<file path="src/rtl/pixel_pkg.sv">
// rtl/pixel_pkg.sv - shared constants, colour type and sequencer states for the pixel path
package pixel_pkg;

    localparam int PIX_DATA_WIDTH    = 32;
    localparam int PIX_RBG_SIZE      = 24;
    localparam int PIX_SCREEN_WIDTH  = 640;
    localparam int PIX_SCREEN_HEIGHT = 480;
    localparam int PIX_TIMEOUT       = 1023;

    typedef logic [PIX_RBG_SIZE-1:0] colour_t;

    localparam colour_t PIX_FILL_COLOUR = 24'hFF00FF;

    typedef enum logic [1:0] {IDLE, SEEK, EMIT, DONE} comb_state_t;

    // Counter width that stays at least one bit for degenerate sizes.
    function automatic int cnt_width(input int n);
        return (n > 1) ? $clog2(n) : 1;
    endfunction

endpackage

</file>
<file path="src/rtl/pixel_combinator_if.sv">
// rtl/pixel_combinator_if.sv - queue broadcast/grant signals and the output pixel stream
interface pixel_combinator_if #(
    parameter int NUM_QUEUES = 4,
    parameter int DATA_WIDTH = 32,
    parameter int RBG_SIZE   = 24
);
    logic [DATA_WIDTH-1:0]          xpixel_check;
    logic [DATA_WIDTH-1:0]          ypixel_check;
    logic [NUM_QUEUES-1:0]          hit_i;
    logic [NUM_QUEUES*RBG_SIZE-1:0] colour_i;
    logic [NUM_QUEUES-1:0]          pop_o;
    logic [RBG_SIZE-1:0]            out_data;
    logic                           out_valid;
    logic                           out_ready;
    logic                           out_sop;
    logic                           out_eop;

    modport master (
        output xpixel_check, ypixel_check, pop_o,
        output out_data, out_valid, out_sop, out_eop,
        input  hit_i, colour_i, out_ready
    );

    modport slave (
        input  xpixel_check, ypixel_check, pop_o,
        input  out_data, out_valid, out_sop, out_eop,
        output hit_i, colour_i, out_ready
    );
endinterface

</file>
<file path="src/rtl/pixel_combinator_raster_counter.sv">
// rtl/pixel_combinator_raster_counter.sv - raster-order x/y position with first/last flags
module raster_counter
    import pixel_pkg::*;
#(
    parameter int WIDTH  = PIX_SCREEN_WIDTH,
    parameter int HEIGHT = PIX_SCREEN_HEIGHT,
    localparam int XW    = cnt_width(WIDTH),
    localparam int YW    = cnt_width(HEIGHT)
) (
    input  logic          clk,
    input  logic          reset,
    input  logic          i_clear,
    input  logic          i_step,
    output logic [XW-1:0] o_x,
    output logic [YW-1:0] o_y,
    output logic          o_first,
    output logic          o_last
);

    logic [XW-1:0] r_x;
    logic [YW-1:0] r_y;

    always_ff @(posedge clk) begin
        if (reset || i_clear) begin
            r_x <= '0;
            r_y <= '0;
        end else if (i_step) begin
            if (r_x == XW'(WIDTH - 1)) begin
                r_x <= '0;
                r_y <= (r_y == YW'(HEIGHT - 1)) ? '0 : r_y + 1'b1;
            end else begin
                r_x <= r_x + 1'b1;
            end
        end
    end

    assign o_x     = r_x;
    assign o_y     = r_y;
    assign o_first = (r_x == '0) && (r_y == '0);
    assign o_last  = (r_x == XW'(WIDTH - 1)) && (r_y == YW'(HEIGHT - 1));

endmodule

</file>
<file path="src/rtl/pixel_combinator.sv">
// rtl/pixel_combinator.sv - raster sequencer granting matching queue heads onto the pixel stream
module pixel_combinator
    import pixel_pkg::*;
#(
    parameter int NUM_QUEUES    = 4,
    parameter int DATA_WIDTH    = PIX_DATA_WIDTH,
    parameter int RBG_SIZE      = PIX_RBG_SIZE,
    parameter int SCREEN_WIDTH  = PIX_SCREEN_WIDTH,
    parameter int SCREEN_HEIGHT = PIX_SCREEN_HEIGHT,
    parameter int TIMEOUT       = PIX_TIMEOUT,
    parameter logic [RBG_SIZE-1:0] FILL_COLOUR = RBG_SIZE'(PIX_FILL_COLOUR)
) (
    input  logic                clk,
    input  logic                reset,
    input  logic                start,
    pixel_combinator_if.master  bus,
    output logic                busy,
    output logic                frame_done,
    output logic                err_multi,
    output logic                err_timeout
);

    localparam int XW = cnt_width(SCREEN_WIDTH);
    localparam int YW = cnt_width(SCREEN_HEIGHT);
    localparam int CW = cnt_width(TIMEOUT + 1);

    comb_state_t           r_state, w_state_n;
    logic [NUM_QUEUES-1:0] r_pop, w_pop_n, w_grant;
    logic [RBG_SIZE-1:0]   r_data, w_data_n, w_grant_colour;
    logic [CW-1:0]         r_cnt, w_cnt_n;
    logic                  r_err_multi, w_err_multi_n;
    logic                  r_err_timeout, w_err_timeout_n;
    logic                  w_step, w_clear, w_first, w_last;
    logic [XW-1:0]         w_x;
    logic [YW-1:0]         w_y;

    raster_counter #(
        .WIDTH  (SCREEN_WIDTH),
        .HEIGHT (SCREEN_HEIGHT)
    ) u_raster (
        .clk     (clk),
        .reset   (reset),
        .i_clear (w_clear),
        .i_step  (w_step),
        .o_x     (w_x),
        .o_y     (w_y),
        .o_first (w_first),
        .o_last  (w_last)
    );

    // Descending scan so the lowest set index is the one left standing.
    always_comb begin
        w_grant        = '0;
        w_grant_colour = '0;
        for (int i = NUM_QUEUES - 1; i >= 0; i--) begin
            if (bus.hit_i[i]) begin
                w_grant        = '0;
                w_grant[i]     = 1'b1;
                w_grant_colour = bus.colour_i[i*RBG_SIZE +: RBG_SIZE];
            end
        end
    end

    always_comb begin
        w_state_n       = r_state;
        w_pop_n         = '0;
        w_data_n        = r_data;
        w_cnt_n         = r_cnt;
        w_err_multi_n   = 1'b0;
        w_err_timeout_n = 1'b0;
        w_step          = 1'b0;
        w_clear         = 1'b0;
        case (r_state)
            IDLE: begin
                if (start) begin
                    w_state_n = SEEK;
                    w_clear   = 1'b1;
                    w_cnt_n   = '0;
                end
            end
            SEEK: begin
                if (|bus.hit_i) begin
                    w_state_n     = EMIT;
                    w_pop_n       = w_grant;
                    w_data_n      = w_grant_colour;
                    w_err_multi_n = ($countones(bus.hit_i) > 1);
                end else if (r_cnt == CW'(TIMEOUT - 1)) begin
                    // The TIMEOUT-th empty cycle substitutes the fill pixel.
                    w_state_n       = EMIT;
                    w_data_n        = FILL_COLOUR;
                    w_err_timeout_n = 1'b1;
                end else begin
                    w_cnt_n = r_cnt + 1'b1;
                end
            end
            EMIT: begin
                if (bus.out_ready) begin
                    w_cnt_n = '0;
                    if (w_last) begin
                        w_state_n = DONE;
                    end else begin
                        w_state_n = SEEK;
                        w_step    = 1'b1;
                    end
                end
            end
            DONE: begin
                w_state_n = IDLE;
            end
            default: begin
                w_state_n = IDLE;
            end
        endcase
    end

    always_ff @(posedge clk) begin
        if (reset) begin
            r_state       <= IDLE;
            r_pop         <= '0;
            r_data        <= '0;
            r_cnt         <= '0;
            r_err_multi   <= 1'b0;
            r_err_timeout <= 1'b0;
        end else begin
            r_state       <= w_state_n;
            r_pop         <= w_pop_n;
            r_data        <= w_data_n;
            r_cnt         <= w_cnt_n;
            r_err_multi   <= w_err_multi_n;
            r_err_timeout <= w_err_timeout_n;
        end
    end

    assign bus.xpixel_check = DATA_WIDTH'(w_x);
    assign bus.ypixel_check = DATA_WIDTH'(w_y);
    assign bus.pop_o        = r_pop;
    assign bus.out_data     = r_data;
    assign bus.out_valid    = (r_state == EMIT);
    assign bus.out_sop      = (r_state == EMIT) && w_first;
    assign bus.out_eop      = (r_state == EMIT) && w_last;
    assign busy             = (r_state == SEEK) || (r_state == EMIT);
    assign frame_done       = (r_state == DONE);
    assign err_multi        = r_err_multi;
    assign err_timeout      = r_err_timeout;

endmodule

</file>
<file path="src/flat_wrapper.sv">
// flat-port wrapper written by rule: the top's interface ports become plain ports
module pixel_combinator_flat import pixel_pkg::*;
#(
    parameter int NUM_QUEUES    = 4,
    parameter int DATA_WIDTH    = PIX_DATA_WIDTH,
    parameter int RBG_SIZE      = PIX_RBG_SIZE,
    parameter int SCREEN_WIDTH  = PIX_SCREEN_WIDTH,
    parameter int SCREEN_HEIGHT = PIX_SCREEN_HEIGHT,
    parameter int TIMEOUT       = PIX_TIMEOUT,
    parameter logic [RBG_SIZE-1:0] FILL_COLOUR = RBG_SIZE'(PIX_FILL_COLOUR)
)
  (clk, reset, start, busy, frame_done, err_multi, err_timeout, bus_xpixel_check, bus_ypixel_check, bus_pop_o, bus_out_data, bus_out_valid, bus_out_sop, bus_out_eop, bus_hit_i, bus_colour_i, bus_out_ready);
  pixel_combinator_if #(.NUM_QUEUES(NUM_QUEUES), .DATA_WIDTH(DATA_WIDTH), .RBG_SIZE(RBG_SIZE)) bus_i ();
  input  logic clk;
  input  logic reset;
  input  logic start;
  output logic busy;
  output logic frame_done;
  output logic err_multi;
  output logic err_timeout;
  output wire logic [$bits(bus_i.xpixel_check)-1:0] bus_xpixel_check;
  output wire logic [$bits(bus_i.ypixel_check)-1:0] bus_ypixel_check;
  output wire logic [$bits(bus_i.pop_o)-1:0] bus_pop_o;
  output wire logic [$bits(bus_i.out_data)-1:0] bus_out_data;
  output wire logic [$bits(bus_i.out_valid)-1:0] bus_out_valid;
  output wire logic [$bits(bus_i.out_sop)-1:0] bus_out_sop;
  output wire logic [$bits(bus_i.out_eop)-1:0] bus_out_eop;
  input wire logic [$bits(bus_i.hit_i)-1:0] bus_hit_i;
  input wire logic [$bits(bus_i.colour_i)-1:0] bus_colour_i;
  input wire logic [$bits(bus_i.out_ready)-1:0] bus_out_ready;
  assign bus_xpixel_check = bus_i.xpixel_check;
  assign bus_ypixel_check = bus_i.ypixel_check;
  assign bus_pop_o = bus_i.pop_o;
  assign bus_out_data = bus_i.out_data;
  assign bus_out_valid = bus_i.out_valid;
  assign bus_out_sop = bus_i.out_sop;
  assign bus_out_eop = bus_i.out_eop;
  assign bus_i.hit_i = bus_hit_i;
  assign bus_i.colour_i = bus_colour_i;
  assign bus_i.out_ready = bus_out_ready;
  pixel_combinator #(.NUM_QUEUES(NUM_QUEUES), .DATA_WIDTH(DATA_WIDTH), .RBG_SIZE(RBG_SIZE), .SCREEN_WIDTH(SCREEN_WIDTH), .SCREEN_HEIGHT(SCREEN_HEIGHT), .TIMEOUT(TIMEOUT), .FILL_COLOUR(FILL_COLOUR)) u_core (.clk(clk), .reset(reset), .start(start), .bus(bus_i), .busy(busy), .frame_done(frame_done), .err_multi(err_multi), .err_timeout(err_timeout));
endmodule
</file>
<file path="config.mk">
export PLATFORM = sky130hd
export DESIGN_NAME = pixel_combinator_flat
export DESIGN_NICKNAME = d
export VERILOG_FILES = /design/src/rtl/pixel_pkg.sv /design/src/rtl/pixel_combinator_if.sv /design/src/rtl/pixel_combinator_raster_counter.sv /design/src/rtl/pixel_combinator.sv /design/src/flat_wrapper.sv
export SDC_FILE = /design/constraint.sdc
export NUM_CORES = 1
export LEC_CHECK = 0
export ABC_AREA = 1
export BUFFER_PORTS_ARGS = -buffer_cell sky130_fd_sc_hd__buf_4
export CORE_MARGIN = 5
export CORE_UTILIZATION = 32
export CTS_CLUSTER_DIAMETER = 40
export CTS_CLUSTER_SIZE = 24
export DETAILED_ROUTE_END_ITERATION = 16
export PLACE_DENSITY_LB_ADDON = 0.1
export SYNTH_ARGS = -nofsm -noshare
export SYNTH_HDL_FRONTEND = slang
export SYNTH_SLANG_ARGS = --single-unit
</file>
<file path="constraint.sdc">
create_clock -name clk -period 3.09 [get_ports clk]
set_input_delay 0.927 -clock clk [delete_from_list [all_inputs] [get_ports clk]]
set_output_delay 0.927 -clock clk [all_outputs]
set_load 0.01 [all_outputs]
</file>
# Word-level counts from Yosys, hierarchy flattened
# Cells that the tools add are included.
# classes
n_mul,0
n_reduce_logical,21
n_mux,29
bitwise_logic,2
n_addsub,6
eq_ne,11
n_lt_le_gt_ge,1
n_div,0
shift,0
# ops
op,count
24-bit 2-to-1 mux,6
10-bit 2-to-1 mux,5
32-bit adder,1
32-bit by 2-bit greater-than comparator with 1-bit output (second input constant),1
10-bit one-hot mux with 3 select lines,1
10-bit by 1-bit adder with 10-bit output (second input constant),2
10-bit equality test (second input constant),2
2-bit 2-to-1 mux,6
6-bit OR reduction,2
10-bit zero test,1
9-bit by 1-bit adder with 9-bit output (second input constant),1
9-bit equality test (second input constant),1
9-bit zero test,1
9-bit 2-to-1 mux,1
2-bit one-hot mux with 4 select lines,1
4-bit OR reduction,2
1-bit 2-to-1 mux,7
2-bit != test (second input constant),3
5-bit AND reduction,1
5-bit OR reduction,1
1-bit by 1-bit adder with 2-bit output,2
2-bit equality test (second input constant),2
1-bit logical AND,4
4-bit 2-to-1 mux,1
other kinds (12),15
# word_totals
ff_bits,61
mem_count,0
latchBits,0
rom_bits,0
out_inout_bits,99
ram_bits,0

# Logic depth before layout (Yosys ltp)
# depth
word_depth,6
ltp_mapped,11
depth_no_buf,10

# By module
# Synthesis repeated with hierarchy kept, for this count alone.
# hier_totals
cells_unflattened,659
area_unflattened_um2,4199.0
# modules_own_cells
module,cells_per_inst,instances,area_each_um2
pixel_combinator,486,1,3062.9
raster_counter,173,1,1136.1

# Least setup slack after synthesis
# No wires, ideal clock.
# synth_timing
kind,input port to flip-flop
start,input port bus_hit_i[0]
end,"register u_core.r_err_multi, in the netlist u_core.err_multi"
t_required_ns,3.012
path_slack_ns,0.522
n_path_buf,2
arrival_ns,2.490
cell_stages,9
path_cell_list,buf_2 clkinv_1 clkbuf_1 ha_1 nand2_1 inv_1 fa_1 nor2_1 nor3_1
# synth_between
elab_chain_len,3
word_cells_on_any_way,6
cone_classes,2 x add/sub; 1 x order compare; 1 x bitwise; 2 x reduce/logical
# synth_lines
element,line_no,rtl
start: declaration,flat_wrapper.sv:28,input wire logic [$bits(bus_i.hit_i)-1:0] bus_hit_i;
1-bit by 1-bit adder with 2-bit output (not written as such) / 4-bit OR reduction (equally long branches),"pixel_combinator.sv:86, pixel_combinator.sv:82",
32-bit adder (not written as such) / 1-bit inverter (equally long branches),-,
32-bit by 2-bit greater-than comparator with 1-bit output / 3-bit OR reduction (equally long branches),-,
end signal: assignment,pixel_combinator.sv:129,r_err_multi <= w_err_multi_n;
end: declaration,pixel_combinator.sv:31,"logic r_err_multi, w_err_multi_n;"
# Several ways; a longest one is shown, not always the timed one.
# A chain may end at the register's enable or synchronous reset.

# Worst setup path after layout
# layout_timing
start,"register u_core.u_raster.r_x[0], in the netlist u_core.u_raster.o_x[0]"
end,output port bus_out_eop
# layout_between
elab_chain_len,3
# layout_lines
element,line_no,rtl
start: declaration,pixel_combinator_raster_counter.sv:20,logic [XW-1:0] r_x;
start signal: assignment,pixel_combinator_raster_counter.sv:32,r_x <= r_x + 1'b1;
10-bit equality test,pixel_combinator_raster_counter.sv:40,assign o_last = (r_x == XW'(WIDTH - 1)) && (r_y == YW'(HEIGHT - 1));
1-bit logical AND,pixel_combinator_raster_counter.sv:40,
1-bit logical AND,pixel_combinator.sv:140,assign bus.out_eop = (r_state == EMIT) && w_last;
end: declaration,flat_wrapper.sv:27,output wire logic [$bits(bus_i.out_eop)-1:0] bus_out_eop;
# No other way between the ends.

==> flow_summary_export.csv <==
group,metric,value,unit
sta,tightest_slew,805,ps
route,first_iter_violations,294,
sta,finalMaxSlewViolations,0,
finish,area_growth_syn_to_layout,33.2,%
finish,final_common_cell,"buf_4",
setup_path,cp.required,2160,ps
sta,finalSetupTns,0,ps
route,wl_per_cell,14.4,um
setup_path,reg2regPathDepth,8,
route,via_count,4564,
sta,final-setup-viol-count,0,
finish,fin_cells,981,
setup_path,crit_chain,"ha_1 -> nand2_2 -> inv_1 -> nand2_4 -> nor2_8 -> nand3_1 -> inv_1 -> buf_4",
synth,synthDistinctLibCells,34,
clocking,cts_buffer_depth,2,
route,drc,0,
floorplan,core-area,13100,um2
synth,yosys_warnings,0,
pwr,p_per_area,534,nW/um2
global_route,grt_pass1_wl,22500,um
route,ant_nets,0,
finish,final_layout_size_suffix_gt1_share,25.5,%
sta,hold_viol,0,
setup_path,slowest_stage,"dfxtp_1",
run_status,outcome,"finished clean",
pwr,power,3.03,mW
route,wl,14100,um
route,dr_wl_met2,6880,um
clocking,cts_resized,0,
synth,netlist_area,4260,um2
synth,syn_inst,653,
clocking,post_cts_buffers,0,
worst_hold_path,hold_class,"reg -> reg",
global_route,grt_start_max_net_pins,35,
placement,port_buffers,157,
floorplan,start_util,32.4,%
route,top_layer_used,"met4",
setup_path,cp-end-kind,"primary output",
synth,ys_ff_latch,61,
sta,relSlewSlack,46.3,%
setup_path,crit_type,"reg -> out",
setup_path,worstPathArrival,1820,ps
setup_path,cp_common_cell,"inv_1",
global_route,grtUsageTotal,17.4,%
placement,place_hpwl,10600,um
worst_hold_path,hold_end,"u_core.bus.out_data[13]",
synth,ys_seq_area_share,28.7,%
sta,finClkSkew,8.17,ps
finish,final_cell_mix,"buf_4, nand2_1, a21oi_1",
synth,synth.avg_cell_area,6.52,um2
floorplan,rows,42,
clocking,cts_sinks,61,
clocking,root_buffer,"clkbuf_16",
route,met3WireLength,828,um
pwr,leakage,2.68,nW
global_route,gr-total-overflow,0,
route,via_per_inst,4.65,
setup_path,reg2reg_slack,1080,ps
setup_path,rr_startpoint,"u_core.r_state[0]",
placement,place.gp.congestion,0.893,
finish,n_antenna_cell,0,
sta,fin_crit_sh,89.0,%
sta,fmax,0.363,GHz
clocking,htreeDepth,3,
route,drt-met1-wl,6250,um
setup_path,slowest_delay,460,ps
floorplan,ios,203,
run,cap_violations,0,
clocking,cts_tree,"built",
route,drt_pre_antenna_iters,4,
placement,placed_cells,965,
clocking,ctsHoldBuffers,0,
setup_path,critPathLaunchType,"flip-flop",
floorplan,die_w,125,um
worst_hold_path,min_path_cells,2,
sta,fin_crit,2750,ps
global_route,grt_pass1_vias,4405,
clocking,clock_latency,330,ps
worst_hold_path,min_from,"u_core.bus.out_data[13]",
clocking,cts-buffers-inserted,9,
floorplan,dieArea,15700,um2
global_route,antenna_found_initial,0,
finish,nets,920,
setup_path,critPathMaxFanout,7,
floorplan,die_h,125,um
clocking,clk_pin_slew,50,ps
pwr,max-vdd-ir-drop,0.329,mV
setup_path,worstReg2RegEnd,"u_core.r_cnt[7]",
sta,rsz0062_at_grt,"false",
-- cell usage after synthesis (all sizes together) --
master	number	area share, %
a21oi	85	10
buf	57	9.5
clkbuf	15	1.3
clkinv	3	0.26
conb	1	0.088
dfxtp	61	29
fa	1	0.47
ha	15	4.4
inv	57	5.0
nand2	158	15
nand3	28	4.0
nand3b	2	0.35
nand4	17	2.5
nor2	80	8.3
nor3	9	1.1
nor4	3	0.44
o211ai	16	2.8
o21ai	41	4.8
o21bai	2	0.44
xor2	2	0.41
-- cells by family (layout without fill, tap and decap cells) --
group | count (synthesis) | in the layout | share of synthesized area (%)
xor gates and xnor gates | 2 | 2 | 0.411
AOI/OAI and AO/OA | 144 | 144 | 18.2
DFF | 61 | 61 | 28.7
other | 1 | 45 | 0.0880
adders and majority gates | 16 | 16 | 4.88
and+or+nand+nor | 297 | 297 | 31.7
buffers and inverters | 132 | 240 | 16.1
-- routing by layer --
metal	vias to the layer above	track usage (%)
li1	2352	-
met1	2067	22.5
met2	135	29.2
met3	10	4.43
met4	0	3.95
met5	-	0
-- critical path, delay by kind of cell, from the launching register on --
kind | cells | cell delay [ps]
fa+ha+maj | 1 | 230
buf+inv | 3 | 330
flops | 1 | 460
simple gates | 4 | 460
-- how the worst max path moves through the flow --
stage,startpoint,to,slack (ps)
after floorplan,bus_hit_i[0],u_core.err_multi,520
after global placement,bus_hit_i[2],u_core.err_multi,460
after detailed placement,bus_hit_i[2],u_core.err_multi,460
after CTS,u_core.u_raster.o_x[0],bus_out_eop,310
after global routing,u_core.u_raster.o_x[0],bus_out_eop,190
final,u_core.u_raster.o_x[0],bus_out_eop,340
-- cell type report --
type,count,area (um2)
tap,176,220
multi-input combinational,504,2520
timing repair buffer,164,1230
clock buffer,10,229
sequential,61,1220
clock inverter,6,30.0
fill,1401,7460
inverter,60,225
-- stage by stage --
stage | setup slack, ps | util [%] | area, um2 | hold slack, ps
floorplan | 522 | - | 4420 | 484
global placement | 462 | 41.2 | 5420 | 476
detailed placement | 458 | 41.2 | 5420 | 476
CTS | 307 | 43.2 | 5670 | 484
global route | 188 | 43.2 | 5670 | 509
finish | 339 | 43.2 | 5670 | 483
-- power breakdown --
group          total (mW)  leakage (nW)  internal, mW  switching (mW)
combinational        1.12          2.05         0.456           0.668
sequential           1.01         0.497         0.923          0.0867
clock               0.893         0.136         0.533           0.360
total                3.03          2.68          1.91            1.11
-- flip-flops by register name (all words and copies together), names as in the netlist --
register	cells
u_core.err_timeout	1
u_core.u_raster.o_x	10
u_core.bus.out_data	24
u_core.r_state	2
u_core.r_cnt	10
u_core.bus.pop_o	4
u_core.err_multi	1
u_core.u_raster.o_y	9
Power figures use the tool's default switching activity.
